**src/rtl/micro_ucr_hash_iter.sv**
```systemverilog
// Iterative micro-UCR hash: 12-byte block + 32-bit nonce -> 24-bit hash, one round per clock.
// Optional nonce search loop enabled by defining MICRO_UCR_NONCE_SEARCH_EN.
//
// state  | meaning
// S_IDLE | waiting for start
// S_RUN  | one compression round per cycle, round_q = current round
// S_FIN  | finalise hash/hit; emit valid or (search mode) retry with nonce+1
module micro_ucr_hash_iter #(
    parameter int         NUM_ROUNDS  = 32,
    parameter int         ROUND_SPLIT = 17,
    parameter logic [7:0] H0          = 8'h01,
    parameter logic [7:0] H1          = 8'h89,
    parameter logic [7:0] H2          = 8'hFE,
    parameter logic [7:0] K1          = 8'h99,
    parameter logic [7:0] K2          = 8'hA1
) (
    input  logic        clk_i,
    input  logic        reset_i,
    input  logic        start_i,
    input  logic [95:0] bloque_bytes_i,
    input  logic [31:0] nonce_i,
    input  logic [23:0] target_i,
    output logic        busy_o,
    output logic        valid_o,
    output logic [23:0] hash_o,
    output logic        hit_o,
    output logic [31:0] nonce_out_o,
    output logic        exhausted_o
);

    localparam int              RW      = $clog2(NUM_ROUNDS);
    localparam logic [RW-1:0]   LAST    = RW'(NUM_ROUNDS - 1);
    localparam logic [31:0]     SPLIT_U = ROUND_SPLIT;

`ifdef MICRO_UCR_NONCE_SEARCH_EN
    localparam bit SEARCH = 1'b1;
`else
    localparam bit SEARCH = 1'b0;
`endif

    typedef enum logic [1:0] {S_IDLE, S_RUN, S_FIN} state_t;

    state_t            state_q;
    logic [95:0]       blk_q;
    logic [31:0]       nonce_q;
    logic [23:0]       target_q;
    logic [7:0]        a_q, b_q, c_q;
    logic [RW-1:0]     round_q;
    // Rolling schedule window: win_q[j] holds W[round + j]
    logic [15:0][7:0]  win_q;
    logic              busy_q, valid_q, hit_q, exh_q;
    logic [23:0]       hash_q;
    logic [31:0]       nonce_out_q;

    logic [31:0] round_ext;
    logic        first_half;
    logic [7:0]  x_d, k_d, c_d, w_new;
    logic [7:0]  ha, hb, hc;
    logic [23:0] hash_d;
    logic        hit_d;
    logic        done;
    logic        accept;

    assign round_ext  = {{(32-RW){1'b0}}, round_q};
    assign first_half = round_ext < SPLIT_U;
    assign x_d        = first_half ? (a_q ^ b_q) : (a_q | b_q);
    assign k_d        = first_half ? K1 : K2;
    assign c_d        = x_d + k_d + win_q[0];
    assign w_new      = win_q[13] | (win_q[7] ^ win_q[2]);

    assign ha     = H0 + a_q;
    assign hb     = H1 + b_q;
    assign hc     = H2 + c_q;
    assign hash_d = {ha, hb, hc};
    assign hit_d  = hash_d < target_q;

    // A miss only loops back when searching and the nonce space is not yet exhausted
    assign done   = !SEARCH || hit_d || (nonce_q == 32'hFFFF_FFFF);
    assign accept = start_i && ((state_q == S_IDLE) || ((state_q == S_FIN) && done));

    always_ff @(posedge clk_i) begin
        if (reset_i) begin
            state_q     <= S_IDLE;
            blk_q       <= '0;
            nonce_q     <= '0;
            target_q    <= '0;
            a_q         <= '0;
            b_q         <= '0;
            c_q         <= '0;
            round_q     <= '0;
            win_q       <= '0;
            busy_q      <= 1'b0;
            valid_q     <= 1'b0;
            hit_q       <= 1'b0;
            exh_q       <= 1'b0;
            hash_q      <= '0;
            nonce_out_q <= '0;
        end else begin
            valid_q <= 1'b0;
            case (state_q)
                S_IDLE: begin
                end
                S_RUN: begin
                    a_q     <= b_q ^ c_q;
                    b_q     <= {c_q[3:0], 4'h0};
                    c_q     <= c_d;
                    win_q   <= {w_new, win_q[15:1]};
                    round_q <= round_q + 1'b1;
                    if (round_q == LAST) begin
                        state_q <= S_FIN;
                    end
                end
                S_FIN: begin
                    if (done) begin
                        valid_q     <= 1'b1;
                        hash_q      <= hash_d;
                        hit_q       <= hit_d;
                        nonce_out_q <= nonce_q;
                        exh_q       <= SEARCH && !hit_d;
                        busy_q      <= 1'b0;
                        state_q     <= S_IDLE;
                    end else begin
                        nonce_q <= nonce_q + 32'd1;
                        a_q     <= H0;
                        b_q     <= H1;
                        c_q     <= H2;
                        round_q <= '0;
                        win_q   <= {nonce_q + 32'd1, blk_q};
                        state_q <= S_RUN;
                    end
                end
                default: state_q <= S_IDLE;
            endcase

            // Accept overrides the FIN return-to-idle for back-to-back operation
            if (accept) begin
                blk_q    <= bloque_bytes_i;
                nonce_q  <= nonce_i;
                target_q <= target_i;
                a_q      <= H0;
                b_q      <= H1;
                c_q      <= H2;
                round_q  <= '0;
                win_q    <= {nonce_i, bloque_bytes_i};
                busy_q   <= 1'b1;
                state_q  <= S_RUN;
                if (state_q == S_IDLE) begin
                    exh_q <= 1'b0;
                end
            end
        end
    end

    assign busy_o      = busy_q;
    assign valid_o     = valid_q;
    assign hash_o      = hash_q;
    assign hit_o       = hit_q;
    assign nonce_out_o = nonce_out_q;
    assign exhausted_o = exh_q;

endmodule

```
**config.mk**
```make
export PLATFORM = sky130hd
export DESIGN_NAME = micro_ucr_hash_iter
export DESIGN_NICKNAME = d
export VERILOG_FILES = /design/src/rtl/micro_ucr_hash_iter.sv
export SDC_FILE = /design/constraint.sdc
export NUM_CORES = 1
export LEC_CHECK = 0
export CAP_MARGIN = 20
export CORE_MARGIN = 5
export CORE_UTILIZATION = 47
export CTS_CLUSTER_SIZE = 20
export DETAILED_ROUTE_END_ITERATION = 8
export PLACE_DENSITY = 0.84
export SLEW_MARGIN = 30
export SYNTH_ARGS = -nofsm -noshare
export SYNTH_HDL_FRONTEND = slang
export SYNTH_SLANG_ARGS = --single-unit
```
**constraint.sdc**
```tcl
create_clock -name clk_i -period 2.9 [get_ports clk_i]
set_clock_uncertainty 0.2 [all_clocks]
set_input_delay 0.87 -clock clk_i [delete_from_list [all_inputs] [get_ports clk_i]]
set_output_delay 0.87 -clock clk_i [all_outputs]
set_load 0.005 [all_outputs]
```
==> results of run 1 <==
## final timing paths
check | endpoint | slack (ps) | depth (start not counted)
setup / recovery | c_q[6] | -50 | 11
hold / removal | exhausted_o | 230 | 2
setup reg to reg | c_q[6] | -50 | 11
hold reg to reg | exhausted_o | 230 | 2
## registers in the layout (all words and copies together) (netlist names)
signal and flops:
a_q 8, b_q 3, busy_o 1, c_q 8, exhausted_o 1, hash_o 22, hit_o 1, nonce_out_o 32
nonce_q 32, round_q 5, state_q 2, target_q 24, valid_o 1, win_q 128
## cell usage in the layout, fill, tap and decap left out, types with 22 or more instances in the layout
| cell | Yosys | routed |
|---|---|---|
| dfxtp_1 | 268 | 265 |
| a311oi_1 | 23 | 23 |
| ha_1 | 43 | 38 |
| nor2_1 | 83 | 82 |
| clkbuf_16 | 0 | 29 |
| buf_4 | 3 | 35 |
| xor2_1 | 22 | 22 |
| inv_1 | 45 | 44 |
| a22oi_1 | 90 | 90 |
| clkdlybuf4s50_1 | 0 | 212 |
| nand2_1 | 363 | 363 |
| a21oi_1 | 217 | 214 |
## layer usage
layer  up-vias  wire length (um)  GRT usage (%)
li1       5077                 -              -
met3        81              3230           5.64
met5         -                34              0
met2       504             15300           37.7
met4         6              1230           8.28
met1      5006             13700           30.9
## cell families (layout without fill, tap and decap cells)
| kind of cell | count (synthesis) | count (layout) | synth area share [%] |
|---|---|---|---|
| AOI/OAI and AO/OA | 390 | 390 | 21.4 |
| xor gates and xnor gates | 35 | 35 | 2.72 |
| adders and majority gates | 47 | 47 | 5.49 |
| buffers and inverters | 154 | 354 | 5.41 |
| DFF | 268 | 268 | 47.6 |
| muxes | 1 | 1 | 0.0888 |
| other | 1 | 2 | 0.0333 |
| and+or+nand+nor | 491 | 491 | 17.3 |
## power breakdown
part           internal, mW  switching, mW
combinational         0.638          0.750
clock                  2.57           1.53
sequential             3.90          0.162
total                  7.10           2.44
## cell type report
class | count | area share, %
clock buffers | 36 | 5.27
clock inverters | 17 | 1.90
diodes | 1 | 0.0166
repair buffers | 256 | 16.8
well taps | 319 | 2.65
flip-flops and latches | 268 | 35.7
inverters | 45 | 1.12
multi-input cells | 965 | 36.5
## worst min-delay path, stage by stage (launching register included)
cell     delay [ps]
dfxtp_1         310
nand2_1          50
nor2_1           30
## repair_timing
item / in CTS / in global routing
pin swaps: 12 / 12
cloned: 1 / 0
endpoints found under the setup margin: 2 / 5
buffers inserted: 4 / 2
resized for setup: 11 / 22
==> metrics, run 1 <==
sequential area share after synthesis 47.6%; setup_tns -99.8 ps; Reg clk slew, reported paths 60 ps; DPL Wire Length 22.7 mm; CP Buf/Inv Count 4; total CTS buffers 29; Ports 215; synthesized area 11300 um2; Final Hold Vio Count 0; total power 9.54 mW; crit-path max FO 5; final instance area 15000 um2; Synth Flop Type dfxtp_1; Post-synth EDFFs 0; Final setup violation count 3; post-synth top area share 47.6%; Worst path slowest cell fa_1; worst slew pin tran 904 ps; CORE AREA 23500 um2; die area 27200 um2; RSZ-0062 raised after global routing yes; # fillers 1907; kind of start point of the critical path flip-flop; GPL Wtd Cong 0.863; status complete, but fails checks; Hold WS 234 ps; multi-input logic area 5490 um2; Routed wire per std cell 17.5 um; Worst setup EP type flip-flop; Arrival @ worst endpoint 3200 ps; row cnt 56; Max IR drop VDD 0.000407 V; synth top area cells dfxtp_1, nand2_1, a21oi_1; Die H 165 um; WS Path Type flip-flop to flip-flop; layout cell share with drive strength beyond 1 8.13%; Slew HR 39.7%; synthesized area per cell 8.12 um2; setup ws final -52.0 ps; critical register-to-register path startpoint round_q[3]; CP top delay family compound AO/OA/AOI/OAI gates; Via-to-Cell Ratio 5.60; first-pass GRT wire length 52.0 mm; Worst-Skew Late Latency 540 ps; violated checks negative setup slack; vias in the first global route 10.3k; Leakage 5.58 nW; Initial DRT Pass Iterations 7; placed cell count 1846; CP most frequent cell inv_1; Seq. cell area 5370 um2; Post-Route Utilization 63.9%; area leader, netlist dfxtp_1; Die X 165 um; Clock Tree Buf Depth 3; via count 10.7k; Mapped Nets 1589; Initial Utilization 47.9%; Post-route DRC 0; Initial DRC Count 1123; synthesis-to-finish area growth 33.5%; Tcrit/Tclk final 102%; pre-CTS setup slack -187 ps; grt total ovfl 0; Clock H-tree levels 1; Async SR Flop Fraction 0%; Layout Nets 1767; Netlist cell types 43; Commonest cells post-synth nand2_1, dfxtp_1, a21oi_1; Hold/Removal Path Class flip-flop to flip-flop; FMAX 339 MHz; Post-CTS Hold Fix Bufs 0; I/O Buffers 213; Root Buffer clkbuf_16; max-slew violation count 0; CTS tree built; clk sinks 268; min-delay src exhausted_o; Setup crit start round_q[3]; Post-Layout Cell Count 1907; post-route ant nets 0; Tot GR Track Use 23.5%; initial antenna violation count 4; Req. time, crit path 3150 ps; most common cell in the netlist nand2_1; drt total wl 33.4 mm; Synth Register Bits 268; largest net degree at the start of global routing 146; max-cap violations 0; Worst path max stage delay 510 ps; placed inst area 13800 um2; power density over cell area 634 nW/um2; warnings from Yosys 0; min Tclk post-route 2950 ps; cell chain of the critical path o41ai_4, buf_2, inv_1, fa_1, inv_1, ha_4, o21ai_2, o21bai_1, a21oi_2, buf_4, a2111oi_4; Post-Syn Instances 1387
Note: power is estimated with default switching activity, not from simulation.
==> run 2: changes to the inputs <==
--- a/config.mk
+++ b/config.mk
@@ -5,12 +5,13 @@
 export SDC_FILE = /design/constraint.sdc
 export NUM_CORES = 1
 export LEC_CHECK = 0
+export ABC_AREA = 0
 export CAP_MARGIN = 20
 export CORE_MARGIN = 5
-export CORE_UTILIZATION = 47
+export CORE_UTILIZATION = 55
 export CTS_CLUSTER_SIZE = 20
 export DETAILED_ROUTE_END_ITERATION = 8
-export PLACE_DENSITY = 0.84
+export PLACE_DENSITY = 0.92
 export SLEW_MARGIN = 30
 export SYNTH_ARGS = -nofsm -noshare
 export SYNTH_HDL_FRONTEND = slang
==> constraint.sdc (replaced) <==
create_clock -name clk_i -period 3.75 [get_ports clk_i]
set_clock_uncertainty 0.2 [all_clocks]
set_input_delay 1.125 -clock clk_i [delete_from_list [all_inputs] [get_ports clk_i]]
set_output_delay 1.125 -clock clk_i [all_outputs]
set_load 0.005 [all_outputs]
==> run 2 against run 1 <==
Compared with the run above:
- the run now ends clean
- critical endpoint is now c_q[7]
- power decreased by 25%
- non-clock buffer count shrank 27
- fmax decreased by 13%
- worst setup slack better by 430 ps
- hold slack gained 12 ps
- register-to-register slack gained 430 ps
==> metrics, run 2 (synthesis results as in run 1) <==
worst slew pin tran 920 ps (+15.8 ps); commonest non-fill, non-tap cells in the layout nand2_1, dfxtp_1, a21oi_1; Leakage 5.39 nW (-3.4%); status completed; Max IR drop VDD 0.000374 V (-8.1%); final instance area 14500 um2 (-3.5%); Routed wire per std cell 18.1 um (+3.4%); I/O Buffers 213 (unchanged); synthesis-to-finish area growth 28.8%; register share of total power 44.3% (+1.7 points); Post-CTS Hold Fix Bufs 0 (unchanged); largest net degree at the start of global routing 130 (-11%); Biggest register win_q; WS Path Type flip-flop to flip-flop; combinational share of power 13.5% (-1.1 points); clk sinks 268 (unchanged); Hold WS 246 ps (+12.1 ps); grt total ovfl 0 (unchanged); placed inst area 13500 um2 (-2.0%); Hold/Removal Path Class flip-flop to flip-flop; Initial DRT Pass Iterations 5 (-2); row cnt 52 (-7.1%); Clock Tree Buf Depth 3 (unchanged); Clock H-tree levels 1 (unchanged); Tcrit/Tclk final 90.0% (-12 points); Req. time, crit path 3940 ps (+790 ps); Worst path slowest cell o41ai_4; Die X 153 um (-7.1%); Die H 153 um (-7.1%); CTS tree built; setup_tns 0 ps (+99.8 ps); RSZ-0062 raised after global routing no; Final Hold Vio Count 0 (unchanged); Ports 215 (unchanged); Worst Reg-to-Reg Cells 10 (-1); setup bufs post-CTS 0 (-4); Final setup violation count 0 (-3); critical path depth in cells 10 (-1); Arrival @ worst endpoint 3570 ps (+370 ps); max-cap violations 0 (unchanged); Reg clk slew, reported paths 60 ps (about the same); via count 10.7k (+0.47%); drt total wl 33.2 mm (-0.75%); cell chain of the critical path o41ai_4, nand2_1, o21ai_0, fa_1, ha_1, a211oi_1, o21bai_1, a21oi_1, xnor2_1, a211oi_2; Initial DRC Count 997 (-11%); vias in the first global route 10.4k (+0.52%); total power 7.11 mW (-25%); Post-route DRC 0 (unchanged); Layout Nets 1739 (-1.6%); total CTS buffers 28 (-3.4%); sw power 1.83 mW (-25%); min Tclk post-route 3380 ps (+424 ps); max-slew violation count 0 (unchanged); Worst setup EP type flip-flop; Slew HR 38.6% (-1.2 points); post-route ant nets 0 (unchanged); crit-path max FO 8 (+3); Tot GR Track Use 26.8% (+3.4 points); PostCTS Resize Cnt 0 (-11); CP Buf/Inv Count 0 (-4); initial antenna violation count 3 (-1); first-pass GRT wire length 52.8 mm (+1.4%); Initial Utilization 55.7% (+7.8 points); Worst path max stage delay 590 ps (+80 ps); Via-to-Cell Ratio 5.86 (+4.6%); kind of start point of the critical path flip-flop; max FFs per register 128 (unchanged); DPL Wire Length 22.3 mm (-1.8%); hold path depth 2 (unchanged); die area 23500 um2 (-14%); sw frac 25.7% (+0.12 points); GPL Wtd Cong 0.928 (+7.6%); power density over cell area 490 nW/um2 (-23%); FMAX 296 MHz (-13%); most common cell after layout, fill and taps aside nand2_1; CORE AREA 20200 um2 (-14%); layout cell share with drive strength beyond 1 5.00% (-3.1 points); Worst-Skew Late Latency 540 ps (about the same); Root Buffer clkbuf_16; Int Power 5.28 mW (-26%); CP top delay family compound AO/OA/AOI/OAI gates; Clock power frac 42.3% (-0.6 points)
==> run 2: changes by cell type in the layout (fill, tap and decap cells not counted), sizes merged <==
cell	previous run	this run
clkinvlp	4	3
inv	46	45
clkbuf	36	40
bufinv	7	4
diode	1	2
buf	44	16
clkinv	5	6
==> run 2: stage by stage <==
| step | setup slack, ps | util [%] | cells |
|---|---|---|---|
| 3_5_place_dp | 424 | 66.7 | 1777 |
| 3_3_place_gp | 623 | 66.7 | 1777 |
| 4_1_cts | 392 | 71.7 | 1829 |
| 6_report | 374 | 71.8 | 1831 |
| 5_1_grt | 106 | 71.8 | 1831 |
| 2_1_floorplan | 600 | - | 1387 |
==> run 2: layout make-up <==
type                       instances  area, um2
antenna                            2       5.00
clock buffer                      39        843
sequential                       268       5370
timing repair buffer             229       2280
inverter                          45        169
tap                              270        338
multi-input combinational        965       5340
clock inverter                    13        176
fill                            1408       5720
==> run 2: worst paths after layout <==
kind	slack (ps)	startpoint	endpoint
min reg2reg	250	exhausted_o	exhausted_o
min	250	exhausted_o	exhausted_o
max reg2reg	370	round_q[0]	c_q[7]
max	370	round_q[0]	c_q[7]
==> run 2: worst register-to-register path, stage by stage (launching register included) <==
cell	delay [ps]
dfxtp_1	360
o41ai_4	590
nand2_1	90
o21ai_0	110
fa_1	450
ha_1	380
a211oi_1	450
o21bai_1	150
a21oi_1	200
xnor2_1	150
a211oi_2	80
==> run 2: layer usage <==
metal	track usage, %	share of wire (%)
met2	43.8	47
met5	0	0
met4	9.80	3.6
met1	34.7	39
met3	6.47	10
==> run 2: power by group through the flow <==
stage                     combinational (mW)  sequential [mW]  clock, mW
final                                  0.959             3.15       3.00
after floorplan                        0.606             3.15          0
after global routing                    1.06             3.16       3.14
after CTS                              0.950             3.14       3.02
after global placement                 0.899             3.19          0
after detailed placement               0.934             3.20          0
